## src/rtl/muldiv_unit.sv

```systemverilog
// Iterative multiply/divide unit with architectural HI/LO (shift-add multiply, restoring divide).
// Define MULDIV_MADD_EN to enable the MADD/MADDU accumulate ops (100/101).
module muldiv_unit #(
   parameter int WIDTH = 32
) (
   input  logic             i_clk,
   input  logic             i_rst,
   input  logic             i_start,
   input  logic [2:0]       i_op,
   input  logic [WIDTH-1:0] i_op1,
   input  logic [WIDTH-1:0] i_op2,
   input  logic             i_hi_we,
   input  logic             i_lo_we,
   input  logic [WIDTH-1:0] i_wdata,
   output logic [WIDTH-1:0] o_hi,
   output logic [WIDTH-1:0] o_lo,
   output logic             o_busy,
   output logic             o_done,
   output logic             o_div_zero,
   output logic [1:0]       o_dbg_state
);

   typedef enum logic [1:0] {
      S_IDLE = 2'd0,
      S_CALC = 2'd1,
      S_FIX  = 2'd2
   } state_t;

   localparam int CW = $clog2(WIDTH + 1);

   state_t             state, state_nxt;
   logic [CW-1:0]      count;
   logic [2*WIDTH-1:0] acc;       // multiply: {partial, multiplier}; divide: {remainder, quotient}
   logic [WIDTH-1:0]   opnd;      // multiplicand magnitude or divisor magnitude
   logic [WIDTH-1:0]   op1_raw;
   logic               is_div, neg_q, neg_r, zero_div;
`ifdef MULDIV_MADD_EN
   logic               is_madd;
`endif

   logic               op_legal, start_ok, op_signed, op_is_div;
   logic [WIDTH-1:0]   mag1, mag2;
   logic [WIDTH:0]     mul_sum, div_shift;
   logic [WIDTH-1:0]   div_diff;
   logic               div_ge;
   logic [2*WIDTH-1:0] step_val, prod_s, res_mul, res_div, res;
   logic [WIDTH-1:0]   q_s, r_s;

   always_comb begin
      op_legal = 1'b0;
      case (i_op)
         3'b000, 3'b001, 3'b010, 3'b011: op_legal = 1'b1;
`ifdef MULDIV_MADD_EN
         3'b100, 3'b101:                 op_legal = 1'b1;
`endif
         default:                        op_legal = 1'b0;
      endcase
   end

   assign start_ok  = (state == S_IDLE) && i_start && op_legal;
   assign op_signed = ~i_op[0];
   assign op_is_div = (i_op[2:1] == 2'b01);
   assign mag1      = (op_signed && i_op1[WIDTH-1]) ? -i_op1 : i_op1;
   assign mag2      = (op_signed && i_op2[WIDTH-1]) ? -i_op2 : i_op2;

   always_comb begin
      state_nxt = state;
      case (state)
         S_IDLE:  if (start_ok) state_nxt = S_CALC;
         S_CALC:  if (count == CW'(1)) state_nxt = S_FIX;
         S_FIX:   state_nxt = S_IDLE;
         default: state_nxt = S_IDLE;
      endcase
   end

   always_ff @(posedge i_clk) begin
      if (i_rst) state <= S_IDLE;
      else       state <= state_nxt;
   end

   // One iteration: multiply adds the multiplicand when the multiplier LSB is set, then shifts
   // right; divide shifts the remainder left and subtracts the divisor when it fits.
   always_comb begin
      mul_sum   = {1'b0, acc[2*WIDTH-1:WIDTH]} + (acc[0] ? {1'b0, opnd} : '0);
      div_shift = acc[2*WIDTH-1:WIDTH-1];
      div_ge    = (div_shift >= {1'b0, opnd});
      div_diff  = div_shift[WIDTH-1:0] - opnd;
      if (is_div)
         step_val = {(div_ge ? div_diff : div_shift[WIDTH-1:0]), acc[WIDTH-2:0], div_ge};
      else
         step_val = {mul_sum, acc[WIDTH-1:1]};
   end

   always_comb begin
      prod_s = neg_q ? -acc : acc;
`ifdef MULDIV_MADD_EN
      res_mul = is_madd ? ({o_hi, o_lo} + prod_s) : prod_s;
`else
      res_mul = prod_s;
`endif
      q_s     = neg_q ? -acc[WIDTH-1:0] : acc[WIDTH-1:0];
      r_s     = neg_r ? -acc[2*WIDTH-1:WIDTH] : acc[2*WIDTH-1:WIDTH];
      res_div = zero_div ? {op1_raw, {WIDTH{1'b1}}} : {r_s, q_s};
      res     = is_div ? res_div : res_mul;
   end

   always_ff @(posedge i_clk) begin
      if (i_rst) begin
         count      <= '0;
         acc        <= '0;
         opnd       <= '0;
         op1_raw    <= '0;
         is_div     <= 1'b0;
         neg_q      <= 1'b0;
         neg_r      <= 1'b0;
         zero_div   <= 1'b0;
`ifdef MULDIV_MADD_EN
         is_madd    <= 1'b0;
`endif
         o_hi       <= '0;
         o_lo       <= '0;
         o_done     <= 1'b0;
         o_div_zero <= 1'b0;
      end else begin
         o_done <= 1'b0;
         case (state)
            S_IDLE: begin
               if (start_ok) begin
                  count    <= CW'(WIDTH);
                  is_div   <= op_is_div;
`ifdef MULDIV_MADD_EN
                  is_madd  <= i_op[2];
`endif
                  neg_q    <= op_signed & (i_op1[WIDTH-1] ^ i_op2[WIDTH-1]);
                  neg_r    <= op_signed & i_op1[WIDTH-1];
                  zero_div <= (i_op2 == '0);
                  op1_raw  <= i_op1;
                  opnd     <= op_is_div ? mag2 : mag1;
                  acc      <= {{WIDTH{1'b0}}, (op_is_div ? mag1 : mag2)};
               end else begin
                  if (i_hi_we) o_hi <= i_wdata;
                  if (i_lo_we) o_lo <= i_wdata;
               end
            end
            S_CALC: begin
               acc   <= step_val;
               count <= count - CW'(1);
            end
            S_FIX: begin
               {o_hi, o_lo} <= res;
               o_done       <= 1'b1;
               o_div_zero   <= is_div & zero_div;
            end
            default: ;
         endcase
      end
   end

   assign o_busy      = (state != S_IDLE);
   assign o_dbg_state = state;

endmodule

```

## config.mk

```make
export PLATFORM = sky130hd
export DESIGN_NAME = muldiv_unit
export DESIGN_NICKNAME = d
export VERILOG_FILES = /design/src/rtl/muldiv_unit.sv
export SDC_FILE = /design/constraint.sdc
export NUM_CORES = 1
export LEC_CHECK = 0
export ABC_AREA = 1
export CAP_MARGIN = 20
export CORE_MARGIN = 1.5
export CORE_UTILIZATION = 35
export CTS_CLUSTER_DIAMETER = 30
export DETAILED_ROUTE_END_ITERATION = 8
export SLEW_MARGIN = 20
export SYNTH_ARGS = -nofsm -noshare
export SYNTH_HDL_FRONTEND = slang
export SYNTH_SLANG_ARGS = --single-unit
```

## constraint.sdc

```tcl
create_clock -name i_clk -period 5.5 [get_ports i_clk]
set_input_delay 0.55 -clock i_clk [delete_from_list [all_inputs] [get_ports i_clk]]
set_output_delay 0.55 -clock i_clk [all_outputs]
set_load 0.01 [all_outputs]
```

==> impl_metrics.yaml, run 1 <==
synth:
  synth_top_cell_area_share_pct: 20.8
  synth-edff-count: 0
  synthFlopType: "dfxtp_1"
  synthesis.area_mm2: 0.0198
  avgSynthCellArea_um2: 5.64
  yosysWarnings: 0
  yosysSeqAreaShare_pct: 20.8
  synth-async-reset-ratio_pct: 0
  synthTopCellsByCount: "nand2_1 (972), inv_1 (511), a21oi_1 (346)"
  synth_seq_cells: 206
  syn_inst: 3515
  synth.most_common_cell: "nand2_1"
  synth.largest_area_cell: "dfxtp_1"
  synth_cell_type_count: 54
  ys_top_cells_by_area: "dfxtp_1 (21%), nand2_1 (18%), inv_1 (9.7%)"
  synth_fp_nets: 3691
power:
  vdd_ir_drop_max_mv: 0.278
  p_leak_uw: 0.0115
  powerDensity_mw_per_mm2: 284
floorplan:
  dieArea_mm2: 0.0581
  start_util_pct: 35.3
  die_h_um: 241
  core_mm2: 0.0562
  num_rows: 87
  io_pins: 173
  die_x_um: 241
critical_path:
  r2r_start: "acc[39]"
  worstPathArrival_ns: 4.02
  path_class: "reg -> reg"
  worst_setup_path_start_kind: "flip-flop"
  cp_max_fo: 38
  critical_path.endpoint_type: "flip-flop"
  cp-startpoint: "acc[39]"
  critPathRequiredTime_ns: 6.01
cts:
  htree_levels: 2
  cts_tree: "yes"
  hold_buffers: 0
  postCtsSetupBuffers: 0
  cts.sinks: 206
  clk_path_buf_depth: 3
  cts_buffers: 51
  path_clk_slew_ns: 0.04
  cts_resized: 0
  clk_latency_ns: 0.60
  clockRootBuffer: "clkbuf_16"
timing:
  slew_headroom_pct: 35.5
  rsz0062_at_grt: "false"
  fin_crit_sh_pct: 63.8
  skew_ns: 0.0253
  fin_tns_setup_ns: 0
  max_freq_ghz: 0.285
  slew_viol_final: 0
  worst_pin_slew_ns: 0.967
  hold_violations: 0
  fin_crit_ns: 3.51
  hold_slack_ns: 0.336
  finalSetupViolCount: 0
layout:
  multi_input_area_mm2: 0.0131
  antenna_cells: 0
  nFillCells: 6290
  drive_gt1_share_pct: 6.20
  regArea_mm2: 0.00413
  areaGrowthSynthToFinish_pct: 20.0
  final_nets: 3798
drt:
  totalWireLength_um: 89100
  vias_per_cell: 5.45
  routed-via-count: 24100
  wl_per_cell_um: 20.2
  drtIter0Drc: 2882
  drc: 0
  drt-pass1-iter-count: 6
  ant_nets: 0
place:
  port-buffer-count: 172
  gp_congestion: 0.999
  dpl.hpwl_um: 70600
global_route:
  antenna_found_initial: 0
  grt_pass1_wl_um: 133000
  grt_usage_pct: 30.1
  grt_max_degree: 99
  grt-ovfl-total: 0
  grt_pass1_vias: 21900
run_status:
  status: "finished clean"
job:
  maxCapViolCount: 0
min_path:
  worstHoldStart: "i_rst"
  min_path_type: "in -> reg"
-- cell usage in the layout, fill, tap and decap left out, types with 20 or more instances in the layout --
master	count
nand4_1	58
ha_1	70
nor3_1	33
nor2_1	260
inv_1	510
o211ai_1	20
dfxtp_1	204
o21ai_0	284
nand3_1	313
clkbuf_16	51
nand2_1	972
xor2_1	61
buf_4	23
clkdlybuf4s50_1	171
a21oi_1	346
nand2_2	20
a31oi_1	25
-- metrics by stage --
stage	worst slack (ns)	util [%]	area, µm²	std cells	power (µW)
6_report	1.99	42.4	23800	4416	6760
3_3_place_gp	2.19	39.3	22100	4325	3690
2_1_floorplan	2.94	-	19800	3515	3020
3_5_place_dp	2.13	39.3	22100	4325	3690
5_1_grt	1.81	42.4	23800	4416	7040
4_1_cts	2.09	42.4	23800	4416	6720
-- critical path, cell delays in order, from the launching register on --
cell	delay [ns]
dfxtp_1	0.69
ha_1	0.39
nand2_2	0.14
inv_2	0.03
nand2_1	0.06
nand2_1	0.06
inv_1	0.07
nand3_2	0.12
nand2_1	0.12
nand2_2	0.06
nand2_2	0.27
nand2_4	0.39
nor2_1	0.58
nand2_1	0.13
nand3_2	0.09
nand2_2	0.05
a21oi_2	0.15
-- routing by layer --
metal | vias to the layer above | track usage (%) | routed length [µm]
met5 | - | 0 | 0
met1 | 10900 | 42.2 | 38600
li1 | 11700 | - | -
met3 | 191 | 5.72 | 9180
met4 | 0 | 12.3 | 4000
met2 | 1263 | 44.9 | 37400
-- final cells by class --
type,count,share of cell area (%)
inverters,528,8.33
flip-flops and latches,206,17.3
repair buffers,195,7.93
well taps,756,3.97
multi-input cells,2640,55.1
clock inverters,20,1.21
clock buffers,71,6.09
-- cells by family (layout without fill, tap and decap cells) --
group / Yosys count / after routing / synth area share, %
fa+ha+maj: 72 / 72 / 4.62
simple gates: 1744 / 1744 / 37.8
xor+xnor: 66 / 66 / 2.91
buf+inv: 669 / 814 / 13.1
compound gates: 758 / 758 / 20.7
flops: 206 / 206 / 20.8
-- final timing paths --
| kind | end | slack, ns | cells past startpoint |
|---|---|---|---|
| min | acc[60] | 0.34 | 2 |
| max reg2reg | acc[47] | 1.99 | 16 |
| min reg2reg | op1_raw[19] | 0.46 | 2 |
| max | acc[47] | 1.99 | 16 |
-- power breakdown --
group | leakage (µW) | switching [µW] | total (µW) | internal (µW)
Sequential | 0.00169 | 116 | 1730 | 1610
Clock | 0.000847 | 971 | 3030 | 2060
Combinational | 0.00896 | 1370 | 2000 | 625
Total | 0.0115 | 2460 | 6760 | 4300
-- registers in the layout, indices dropped and copies added, names as in the netlist, 2 cells and up --
register     flops
o_lo            32
op1_raw         32
o_hi            32
count            6
opnd            32
acc             64
o_dbg_state      2
No activity file was read; power rests on OpenSTA's default activity.
==> run 2: changes to the inputs <==
- clock period: 5.5 -> 3.6 ns (I/O delays scaled with it)
==> run 2 against run 1 <==
Design area is 2.0% higher. Register-to-register slack worse by 1.4 ns. Critical path depth is 2 lower. Clock skew is 0.017 ns higher. Clock power is 76% higher. Die area stayed put. Setup slack worse by 1.4 ns. Sequential share of layout area is 0.34 points lower. Global-route usage is 0.81 points higher. Power is 64% higher. Largest cell class unchanged.
==> impl_metrics.yaml, run 2 (synthesized netlist as in run 1, its figures left out) <==
run_status:
  status: "finished clean"
timing:
  finalSetupViolCount: 0
  fin_tns_setup_ns: 0
  slew_headroom_pct: 37.9
  hold_violations: 0
  skew_ns: 0.0419
  worst_pin_slew_ns: 0.928
  max_freq_ghz: 0.332
  fin_crit_ns: 3.01
  hold_slack_ns: 0.256
  fin_crit_sh_pct: 83.7
  slew_viol_final: 0
  rsz0062_at_grt: "false"
power:
  p_leak_uw: 0.0118
  vdd_ir_drop_max_mv: 0.570
  powerDensity_mw_per_mm2: 457
drt:
  totalWireLength_um: 92000
  ant_nets: 0
  routed-via-count: 24200
  drc: 0
  drt-pass1-iter-count: 6
  vias_per_cell: 5.45
  wl_per_cell_um: 20.7
  drtIter0Drc: 2933
floorplan:
  core_mm2: 0.0562
  die_x_um: 241
  start_util_pct: 35.3
  die_h_um: 241
  num_rows: 87
  dieArea_mm2: 0.0581
  io_pins: 173
layout:
  areaGrowthSynthToFinish_pct: 22.5
  largest_reg_flops: 64
  final_common_cell: "nand2_1"
  drive_gt1_share_pct: 7.05
  final_nets: 3824
  finalNonFillerCells: 4446
  final_cell_mix: "nand2_1 (972), inv_1 (510), a21oi_1 (346)"
  utilization_pct: 43.3
  fin_area_mm2: 0.0243
  regMostFlops: "acc"
cts:
  clk_path_buf_depth: 3
  cts.sinks: 206
  htree_levels: 2
  cts_tree: "yes"
  path_clk_slew_ns: 0.05
  hold_buffers: 0
  postCtsSetupBuffers: 0
  clockRootBuffer: "clkbuf_16"
  cts_resized: 0
  cts_buffers: 53
  clk_latency_ns: 0.61
critical_path:
  path_buf_inv: 1
  critPathRequiredTime_ns: 4.11
  worst_setup_path_start_kind: "flip-flop"
  worstPathArrival_ns: 3.52
  cp_max_fo: 20
  path_class: "reg -> reg"
  crit_slowest_cell: "dfxtp_1"
  critical_path.endpoint_type: "flip-flop"
  cp_common_cell: "nand2_1"
  max_stage_delay_ns: 0.71
  crit_family: "simple AND/OR/NAND/NOR gates"
  cp_cell_sequence: "ha_1 > nand2_1 > nor2_2 > nand2_1 > nor2_1 > nand2_1 > nand2_2 > nor2_8 > nand2_4 > buf_4 > nand3_1 > nand2_1 > nand3_1 > a21oi_1"
place:
  gp_congestion: 0.984
  place_inst: 4349
  dpl-instance-area_mm2: 0.0223
  dpl.hpwl_um: 74000
  port-buffer-count: 172
global_route:
  grt-ovfl-total: 0
  grt_pass1_wl_um: 135000
  grt_max_degree: 81
  grt_usage_pct: 30.9
  antenna_found_initial: 3
  grt_pass1_vias: 21800
min_path:
  min_path_type: "in -> reg"
job:
  maxCapViolCount: 0
==> run 2: cell types whose count changed in the layout (fill, tap and decap cells not counted), sizes merged <==
cell | before | now
inv | 527 | 531
bufinv | 5 | 11
diode | 0 | 1
clkbuf | 71 | 70
buf | 24 | 48
clkinv | 13 | 9
==> run 2: area by class of cell <==
| type | instances | area [µm²] |
|---|---|---|
| antenna | 1 | 2.50 |
| clock inverter | 26 | 498 |
| multi-input combinational | 2640 | 13100 |
| fill | 6147 | 31900 |
| sequential | 206 | 4130 |
| timing repair buffer | 219 | 2110 |
| inverter | 528 | 1980 |
| tap | 756 | 946 |
| clock buffer | 70 | 1500 |
==> run 2: routing by layer <==
layer	vias up	routed length (µm)	track usage (%)
met5	-	0	0
met4	0	3470	11.5
met3	147	8540	5.03
met2	1158	38800	45.8
met1	11200	41200	44.6
li1	11700	-	-
==> run 2: path summary, 6_finish.rpt <==
kind	cells past startpoint	endpoint	start	slack, ns
worst max-delay path	14	acc[62]	acc[39]	0.59
worst min-delay path	4	acc[9]	i_rst	0.26
worst max register to register	14	acc[62]	acc[39]	0.59
worst min register to register	2	op1_raw[16]	op1_raw[16]	0.46
==> run 2: power breakdown <==
group	internal, µW	switching [µW]
Combinational	989	2150
Clock	3710	1600
Sequential	2460	181
==> run 2: through the flow <==
step,power [µW],worst slack [ns]
floorplan,4620,1.04
finish,11100,0.586
detailed placement,5740,0.674
global route,11500,0.380
global placement,5750,0.691
CTS,11100,0.644
==> run 2: worst min-delay path: stages <==
cell and delay, ns:
buf_2 0.11, inv_4 0.14, nand2_1 0.13, inv_1 0.03
